`src/rtl/hit_judge.sv`:
```
// rtl/hit_judge.sv - reaction-game judge: target capture, reaction window, BCD score, miss count
// Optional feature macro: HIT_JUDGE_PENALTY_EN (wrong-button misses also decrement the score).
module hit_judge #(
   parameter int WINDOW_CYCLES = 100000000,
   parameter int MAX_MISSES    = 3
) (
   input  logic        clk,
   input  logic        rst,
   input  logic        freq,
   input  logic [7:0]  LED_num,
   input  logic [7:0]  btn,
   output logic [7:0]  LED_on,
   output logic [15:0] score_bcd,
   output logic [2:0]  misses,
   output logic        hit_pulse,
   output logic        miss_pulse,
   output logic        game_over
);

   typedef enum logic [1:0] {S_IDLE, S_LATCH, S_ARMED, S_OVER} state_t;

   localparam logic [26:0] WIN_LAST   = 27'(WINDOW_CYCLES - 1);
   localparam logic [2:0]  MISS_LIMIT = 3'(MAX_MISSES);

   state_t      state_q, state_d;
   logic [7:0]  sync1_q, sync2_q, edge_q;
   logic [7:0]  press;
   logic [7:0]  target_q, target_d;
   logic [26:0] cnt_q, cnt_d;
   logic [15:0] score_q, score_d;
   logic [2:0]  misses_q, misses_d;
   logic        hit_q, hit_d;
   logic        miss_q, miss_d;
   logic        miss_now;
   logic        num_onehot;

   // BCD +1 with per-digit carry; 9999 holds
   function automatic logic [15:0] bcd_inc(input logic [15:0] v);
      logic [15:0] r;
      logic        carry;
      r     = v;
      carry = 1'b1;
      if (v != 16'h9999) begin
         for (int i = 0; i < 4; i++) begin
            if (carry) begin
               if (v[i*4 +: 4] == 4'd9) begin
                  r[i*4 +: 4] = 4'd0;
               end else begin
                  r[i*4 +: 4] = v[i*4 +: 4] + 4'd1;
                  carry       = 1'b0;
               end
            end
         end
      end
      return r;
   endfunction

`ifdef HIT_JUDGE_PENALTY_EN
   // BCD -1 with per-digit borrow; 0000 holds
   function automatic logic [15:0] bcd_dec(input logic [15:0] v);
      logic [15:0] r;
      logic        borrow;
      r      = v;
      borrow = 1'b1;
      if (v != 16'h0000) begin
         for (int i = 0; i < 4; i++) begin
            if (borrow) begin
               if (v[i*4 +: 4] == 4'd0) begin
                  r[i*4 +: 4] = 4'd9;
               end else begin
                  r[i*4 +: 4] = v[i*4 +: 4] - 4'd1;
                  borrow      = 1'b0;
               end
            end
         end
      end
      return r;
   endfunction
`endif

   assign press      = sync2_q & ~edge_q;
   assign num_onehot = (LED_num != 8'd0) && ((LED_num & (LED_num - 8'd1)) == 8'd0);

   // Button synchronizer and rising-edge history
   always_ff @(posedge clk or negedge rst) begin
      if (!rst) begin
         sync1_q <= 8'd0;
         sync2_q <= 8'd0;
         edge_q  <= 8'd0;
      end else begin
         sync1_q <= btn;
         sync2_q <= sync1_q;
         edge_q  <= sync2_q;
      end
   end

   // Game state, window counter, score and miss registers
   always_ff @(posedge clk or negedge rst) begin
      if (!rst) begin
         state_q  <= S_IDLE;
         target_q <= 8'd0;
         cnt_q    <= 27'd0;
         score_q  <= 16'h0000;
         misses_q <= 3'd0;
         hit_q    <= 1'b0;
         miss_q   <= 1'b0;
      end else begin
         state_q  <= state_d;
         target_q <= target_d;
         cnt_q    <= cnt_d;
         score_q  <= score_d;
         misses_q <= misses_d;
         hit_q    <= hit_d;
         miss_q   <= miss_d;
      end
   end

   // Next-state: round sequencing and judging; the final miss diverts to OVER
   always_comb begin
      state_d  = state_q;
      target_d = target_q;
      cnt_d    = cnt_q;
      score_d  = score_q;
      misses_d = misses_q;
      hit_d    = 1'b0;
      miss_d   = 1'b0;
      miss_now = 1'b0;
      case (state_q)
         S_IDLE: begin
            if (freq) state_d = S_LATCH;
         end
         S_LATCH: begin
            target_d = LED_num;
            if (num_onehot) begin
               state_d = S_ARMED;
               cnt_d   = 27'd0;
            end else begin
               state_d = S_IDLE;
            end
         end
         S_ARMED: begin
            cnt_d = cnt_q + 27'd1;
            if (freq) begin
               miss_now = 1'b1;
               state_d  = S_LATCH;
            end else if ((press != 8'd0) && (press == target_q)) begin
               hit_d   = 1'b1;
               score_d = bcd_inc(score_q);
               state_d = S_IDLE;
            end else if (press != 8'd0) begin
               miss_now = 1'b1;
               state_d  = S_IDLE;
`ifdef HIT_JUDGE_PENALTY_EN
               score_d  = bcd_dec(score_q);
`endif
            end else if (cnt_q == WIN_LAST) begin
               miss_now = 1'b1;
               state_d  = S_IDLE;
            end
         end
         S_OVER: begin
            state_d = S_OVER;
         end
         default: state_d = S_IDLE;
      endcase
      if (miss_now) begin
         miss_d   = 1'b1;
         misses_d = misses_q + 3'd1;
         if (misses_d == MISS_LIMIT) state_d = S_OVER;
      end
   end

   // Outputs decoded from registered state
   always_comb begin
      LED_on = 8'd0;
      if (state_q == S_ARMED) LED_on = target_q;
      else if (state_q == S_OVER) LED_on = 8'hFF;
   end

   assign score_bcd  = score_q;
   assign misses     = misses_q;
   assign hit_pulse  = hit_q;
   assign miss_pulse = miss_q;
   assign game_over  = (state_q == S_OVER);

endmodule

```
`config.mk`:
```
export PLATFORM = sky130hd
export DESIGN_NAME = hit_judge
export DESIGN_NICKNAME = d
export VERILOG_FILES = /design/src/rtl/hit_judge.sv
export SDC_FILE = /design/constraint.sdc
export NUM_CORES = 1
export LEC_CHECK = 0
export CAP_MARGIN = 10
export CELL_PAD_IN_SITES_DETAIL_PLACEMENT = 0
export CELL_PAD_IN_SITES_GLOBAL_PLACEMENT = 1
export CORE_MARGIN = 1
export CORE_UTILIZATION = 39
export CTS_CLUSTER_SIZE = 20
export DETAILED_ROUTE_END_ITERATION = 12
export GPL_TIMING_DRIVEN = 0
export PLACE_DENSITY_LB_ADDON = 0.1
export SYNTH_ARGS = -nofsm -noshare
export SYNTH_HDL_FRONTEND = slang
export SYNTH_SLANG_ARGS = --single-unit
```
`constraint.sdc`:
```
create_clock -name clk -period 2.12 [get_ports clk]
set_input_delay 0.212 -clock clk [delete_from_list [all_inputs] [get_ports clk]]
set_output_delay 0.212 -clock clk [all_outputs]
set_load 0.02 [all_outputs]
```
[Word level (Yosys, flattened, before mapping)]
Cells that the tools add are included.
Storage, ports and cells
  register bits after elaboration: 82
  input bits: 19
  output and inout bits: 30
  logic and storage cells: 91
Cells by class
  $add $sub $neg: 7
  equality and inequality tests: 12
  mux-type cells: 43
  bitwise logic cells: 4
  reduce and logical (&&, ||, !) cells: 12
Operator list (number)
  $pmux W27 S2: 1
  $add A27 B1 Y27 const B: 1
  $eq A27 B27 Y1 const B: 1
  $mux W27: 1
  $mux W1: 26
  $add A4 B1 Y4 const B: 4
  $and A8 B8 Y8: 2
  $eq A4 B4 Y1 const B: 4
  $mux W2: 8
  $mux W4: 4
  $mux W8: 2
  $ne A16 B16 Y1 const B: 1
  $reduce_bool A8 Y1: 2
  $reduce_and A5 Y1: 3
  $eq A8 B8 Y1: 1
  $logic_not A8 Y1: 1
  $not A8 Y8: 1
  $pmux W2 S4: 1
  $sub A8 B1 Y8 const B: 1
  $eq A2 B2 Y1 const B: 2
  $reduce_and A4 Y1: 1
  $add A3 B1 Y3 const B: 1
  $eq A3 B2 Y1 const B: 1
  $eq A2 B1 Y1 const B: 1
  other kinds (6): 7

[Logic depth before layout (Yosys ltp)]
  depth after elaboration: 18
  gate-level depth with buffers: 8
  mapped depth without buffers: 7

[Worst setup path after synthesis]
No wires, ideal clock.
  path kind: register to register
  start: register score_q[1] (netlist: score_bcd[1])
  end: register score_q[9] (netlist: score_bcd[9])
  setup time: 0.125 ns
  arrival time: 2.099 ns
  data required time: 1.995 ns
  path slack: -0.104 ns
  cell stages (with the launch flop): 6
  buffers on the path: 0
  clock period less this slack: 2.224 ns
  cell sequence: dfrtp_1 nor4bb_1 nand3_1 or4b_1 nor4_2 mux2_2
Between the ends
  cells in the longest elaborated chain, start to end: 12
  elaborated cells on any way between the ends: 13
  those cells by class: eq/ne: 2; mux: 10; reduce/logical: 1
Ends and longest elaborated chain
  start, declared: line 30  | logic [15:0] score_q, score_d;
  start signal, assigned: line 111  | score_q <= score_d;
  $eq A4 B4 Y1: line 46  | if (v[i*4 +: 4] == 4'd9) begin
  $mux W1: line 46
  $mux W1: line 43  | if (v != 16'h9999) begin
  $mux W1: line 146  | end else if ((press != 8'd0) && (press == target_q)) begin
  $mux W1: line 143  | if (freq) begin
  $mux W1: line 128  | case (state_q)
  $mux W1: line 45  | if (carry) begin
  $mux W1: line 43
  $mux W1: line 146
  $mux W1: line 143
  $mux W1: line 128
  $reduce_and A5 Y1 (no source line) (*)
Mark *: on every way between the ends. The rest lies on a longest branch, timed or not. The select of a mux whose other input is x is not followed.
A chain may end at the register's enable or synchronous reset.

[Worst setup path after layout]
  start: register score_q[1] (netlist: score_bcd[1])
  end: register score_q[11] (netlist: score_bcd[11])
The elaborated chain is that of the path after synthesis.

==> flow_metrics.env <==
export IMPL_cellLeakagePower_uw=0.00205
export IMPL_critical_path_max_stage_delay_ns=0.52
export IMPL_final_antenna_net_count=0
export IMPL_dieArea_um2=9900
export IMPL_die_y_um=99.5
export IMPL_netlist_area_um2=3710
export IMPL_slew_headroom_pct=57.2
export IMPL_grt_first_pass_wirelength_um=12800
export IMPL_timing_fmax_mhz=454
export IMPL_cp_cell_sequence="nor4bb_2, nand3_1, or4b_4, nor4_4, buf_4, a21o_1, a22o_1"
export IMPL_synth_top_family_by_area="simple AND/OR/NAND/NOR gates"
export IMPL_ys_ff_latch=82
export IMPL_clk_latency_ns=0.36
export IMPL_cts_htree_levels=3
export IMPL_multiInputGateArea_um2=1780
export IMPL_min_from="btn[2]"
export IMPL_synth_compound_gate_area_share_pct=10.0
export IMPL_synth_top_flop_cell="dfrtp_1"
export IMPL_finalSetupTns_ns=-0.192
export IMPL_first_global_vias=2582
export IMPL_io_pins=49
export IMPL_crit_start="score_bcd[1]"
export IMPL_cp_data_arrival_time_ns=2.50
export IMPL_dieWidth_um=99.5
export IMPL_finalInstanceArea_um2=4960
export IMPL_failed_checks="setup timing"
export IMPL_cp_num_buf_inv=1
export IMPL_fillers=852
export IMPL_n_antenna_cell=0
export IMPL_fin_util_pct=53.7
export IMPL_dpl_hpwl_um=5440
export IMPL_tritoncts="built"
export IMPL_syn_to_final_growth_pct=33.9
export IMPL_cp_required_ns=2.42
export IMPL_yosysSeqAreaShare_pct=55.3
export IMPL_seq_area_um2=2060
export IMPL_fin_crit_sh_pct=104
export IMPL_vdd_drop_max_mv=0.368
export IMPL_path_delay_family="simple AND/OR/NAND/NOR gates"
export IMPL_cp_end_kind="register"
export IMPL_place_area_um2=4390
export IMPL_drive_gt1_share_pct=24.6
export IMPL_grt_overflow=0
export IMPL_numCtsBuffers=9
export IMPL_total_power_uw=3870
export IMPL_drv_cap=0
export IMPL_fin_ws_ns=-0.0804
export IMPL_cts_sinks=82
export IMPL_gp_congestion=0.758
export IMPL_syn_nets=356
export IMPL_worstSetupPathType="register to register"
export IMPL_netlist_instances=334
export IMPL_synth_cell_type_count=48
export IMPL_final_hold_viol_count=0
export IMPL_layout_nets=440
export IMPL_power_density_nw_per_um2=779
export IMPL_fin_crit_ns=2.20
export IMPL_grt_max_degree=46
export IMPL_num_rows=35
export IMPL_start_util_pct=40.1
export IMPL_rsz0062_at_grt="true"
export IMPL_core_um2=9240
export IMPL_finClkSkew_ns=0.0106
export IMPL_finalSetupViolations=3
export IMPL_io_buffers=48
export IMPL_grt_use_total_pct=16.6
export IMPL_clk_pin_slew_worst_paths_ns=0.10
export IMPL_first_iter_violations=76
export IMPL_status="finished with violations"
export IMPL_avgSynthCellArea_um2=11.1
export IMPL_wl_per_cell_um=14.3
export IMPL_hp_class="primary input to register"
export IMPL_worst_pin_slew_ns=0.636
export IMPL_synth_mux_area_share_pct=3.91
export IMPL_synthXorXnorAreaFrac_pct=5.67
export IMPL_vias=2813
export IMPL_synth_simple_area_share_pct=21.7
export IMPL_antenna_found_initial=0
export IMPL_vias_per_cell=5.10
export IMPL_r2r_start="score_bcd[1]"
export IMPL_worstPathMaxFanout=5
export IMPL_critical_path_slowest_cell="or4b_4"
export IMPL_synthArstFlopShare_pct=100
export IMPL_critPathLaunchType="register"
export IMPL_routed_wl_um=7920
export IMPL_whs_ns=0.285
export IMPL_cts_root_buf="clkbuf_8"
export IMPL_synth_edf_count=0
export IMPL_post_route_drc_count=0
export IMPL_clockBufferDepth=2
export IMPL_drt_pass1_iterations=4
export IMPL_yosysWarnings=0
export IMPL_drv_slew=0
export IMPL_synth_fa_ha_area_share_pct=1.28
==> repair_timing <==
item,4_1_cts,5_1_grt
endpoints found under the setup margin,52,37
hold buffers,1,0
hold endpoints to repair,37,0
setup buffers,6,18
pin swaps,6,14
resized for setup,29,29
==> synthesized netlist by cell type, drive strengths merged, types with 2 or more instances <==
cell type  number  area share, %
mux2           12            3.6
nor2b          14            2.4
or4             6            1.3
buf             4            1.0
or3             3           0.51
xor2            3           0.71
nand2          23            2.3
and3            7            1.2
a21o            2           0.40
nor2           14            1.4
nand3          28            3.8
or4b            2           0.54
and4b           2           0.54
dfrtp          82             55
nor4bb          4            1.1
nand4          11            1.9
o21ai          23            3.1
ha              3            1.0
xnor2          21            5.0
o211ai          8            1.8
inv             7           0.71
and2            7            1.2
nor4            7            1.4
clkbuf          3           0.30
o21a            8            1.6
nor3            5           0.67
nand3b          4           0.81
o31ai           6            1.2
==> cell type report <==
type	count	share of cell area, %
buffer	6	1.03
clock buffer	9	2.50
clock inverter	7	1.36
inverter	7	0.529
multi-input combinational	238	35.9
sequential	82	41.5
tap	129	3.25
timing repair buffer	74	13.9
==> worst paths after layout <==
path	to	depth (start not counted)	slack, ns
min reg2reg	sync2_q[0]	0	0.35
max reg2reg	score_bcd[11]	7	-0.08
min	sync1_q[2]	1	0.28
max	score_bcd[11]	7	-0.08
max in group asynchronous	cnt_q[21]	3	1.14
min in group asynchronous	score_bcd[12]	2	0.37
==> state kept, by name, summed over array words and instances, names as in the netlist, 2 cells and up <==
name / cells
cnt_q: 27
state_q: 2
misses: 3
target_q: 8
score_bcd: 16
edge_q: 8
sync2_q: 8
sync1_q: 8
==> through the flow <==
stage / std cells / worst slack (ns)
after floorplan: 334 / -0.0171
after global placement: 511 / -2.49
after detailed placement: 512 / -0.566
after CTS: 535 / -0.0316
after global routing: 552 / -0.159
final: 552 / -0.0804
==> cells in the final DEF (no fill, tap or decap), types with 7 or more instances in the layout <==
| master | synthesis | layout |
|---|---|---|
| dfrtp_1 | 82 | 77 |
| clkdlybuf4s50_1 | 0 | 43 |
| buf_4 | 0 | 26 |
| nand3_1 | 28 | 26 |
| nand2_1 | 23 | 20 |
| xnor2_1 | 21 | 20 |
| o21ai_0 | 16 | 14 |
| nand4_1 | 11 | 11 |
| nor2_1 | 14 | 11 |
| mux2_2 | 12 | 11 |
| o21ai_1 | 7 | 9 |
| clkbuf_8 | 0 | 9 |
| o21a_1 | 8 | 8 |
| nor2b_1 | 14 | 7 |
| and2_1 | 7 | 7 |
| o211ai_1 | 7 | 7 |
==> routing by layer <==
layer  share of wire (%)  vias up  global-route usage (%)
li1                    -     1387                       -
met5                   0        -                       0
met1                  49     1368                    24.1
met4                 1.4        0                    4.98
met3                 2.7       10                    3.72
met2                  47       48                    24.8
==> logic make-up (layout without fill, tap and decap cells) <==
logic type,Yosys count,count (layout)
and+or+nand+nor,141,141
xor gates and xnor gates,24,24
buffers and inverters,14,103
muxes,13,13
adders and majority gates,4,4
AOI/OAI and AO/OA,56,56
DFF,82,82
==> where the power goes <==
part	internal, uW	switching, uW	total, uW	leakage (uW)
clock	463	656	1120	0.0000966
sequential	1780	242	2020	0.000982
combinational	381	349	731	0.000970
Power figures use the tool's default switching activity.
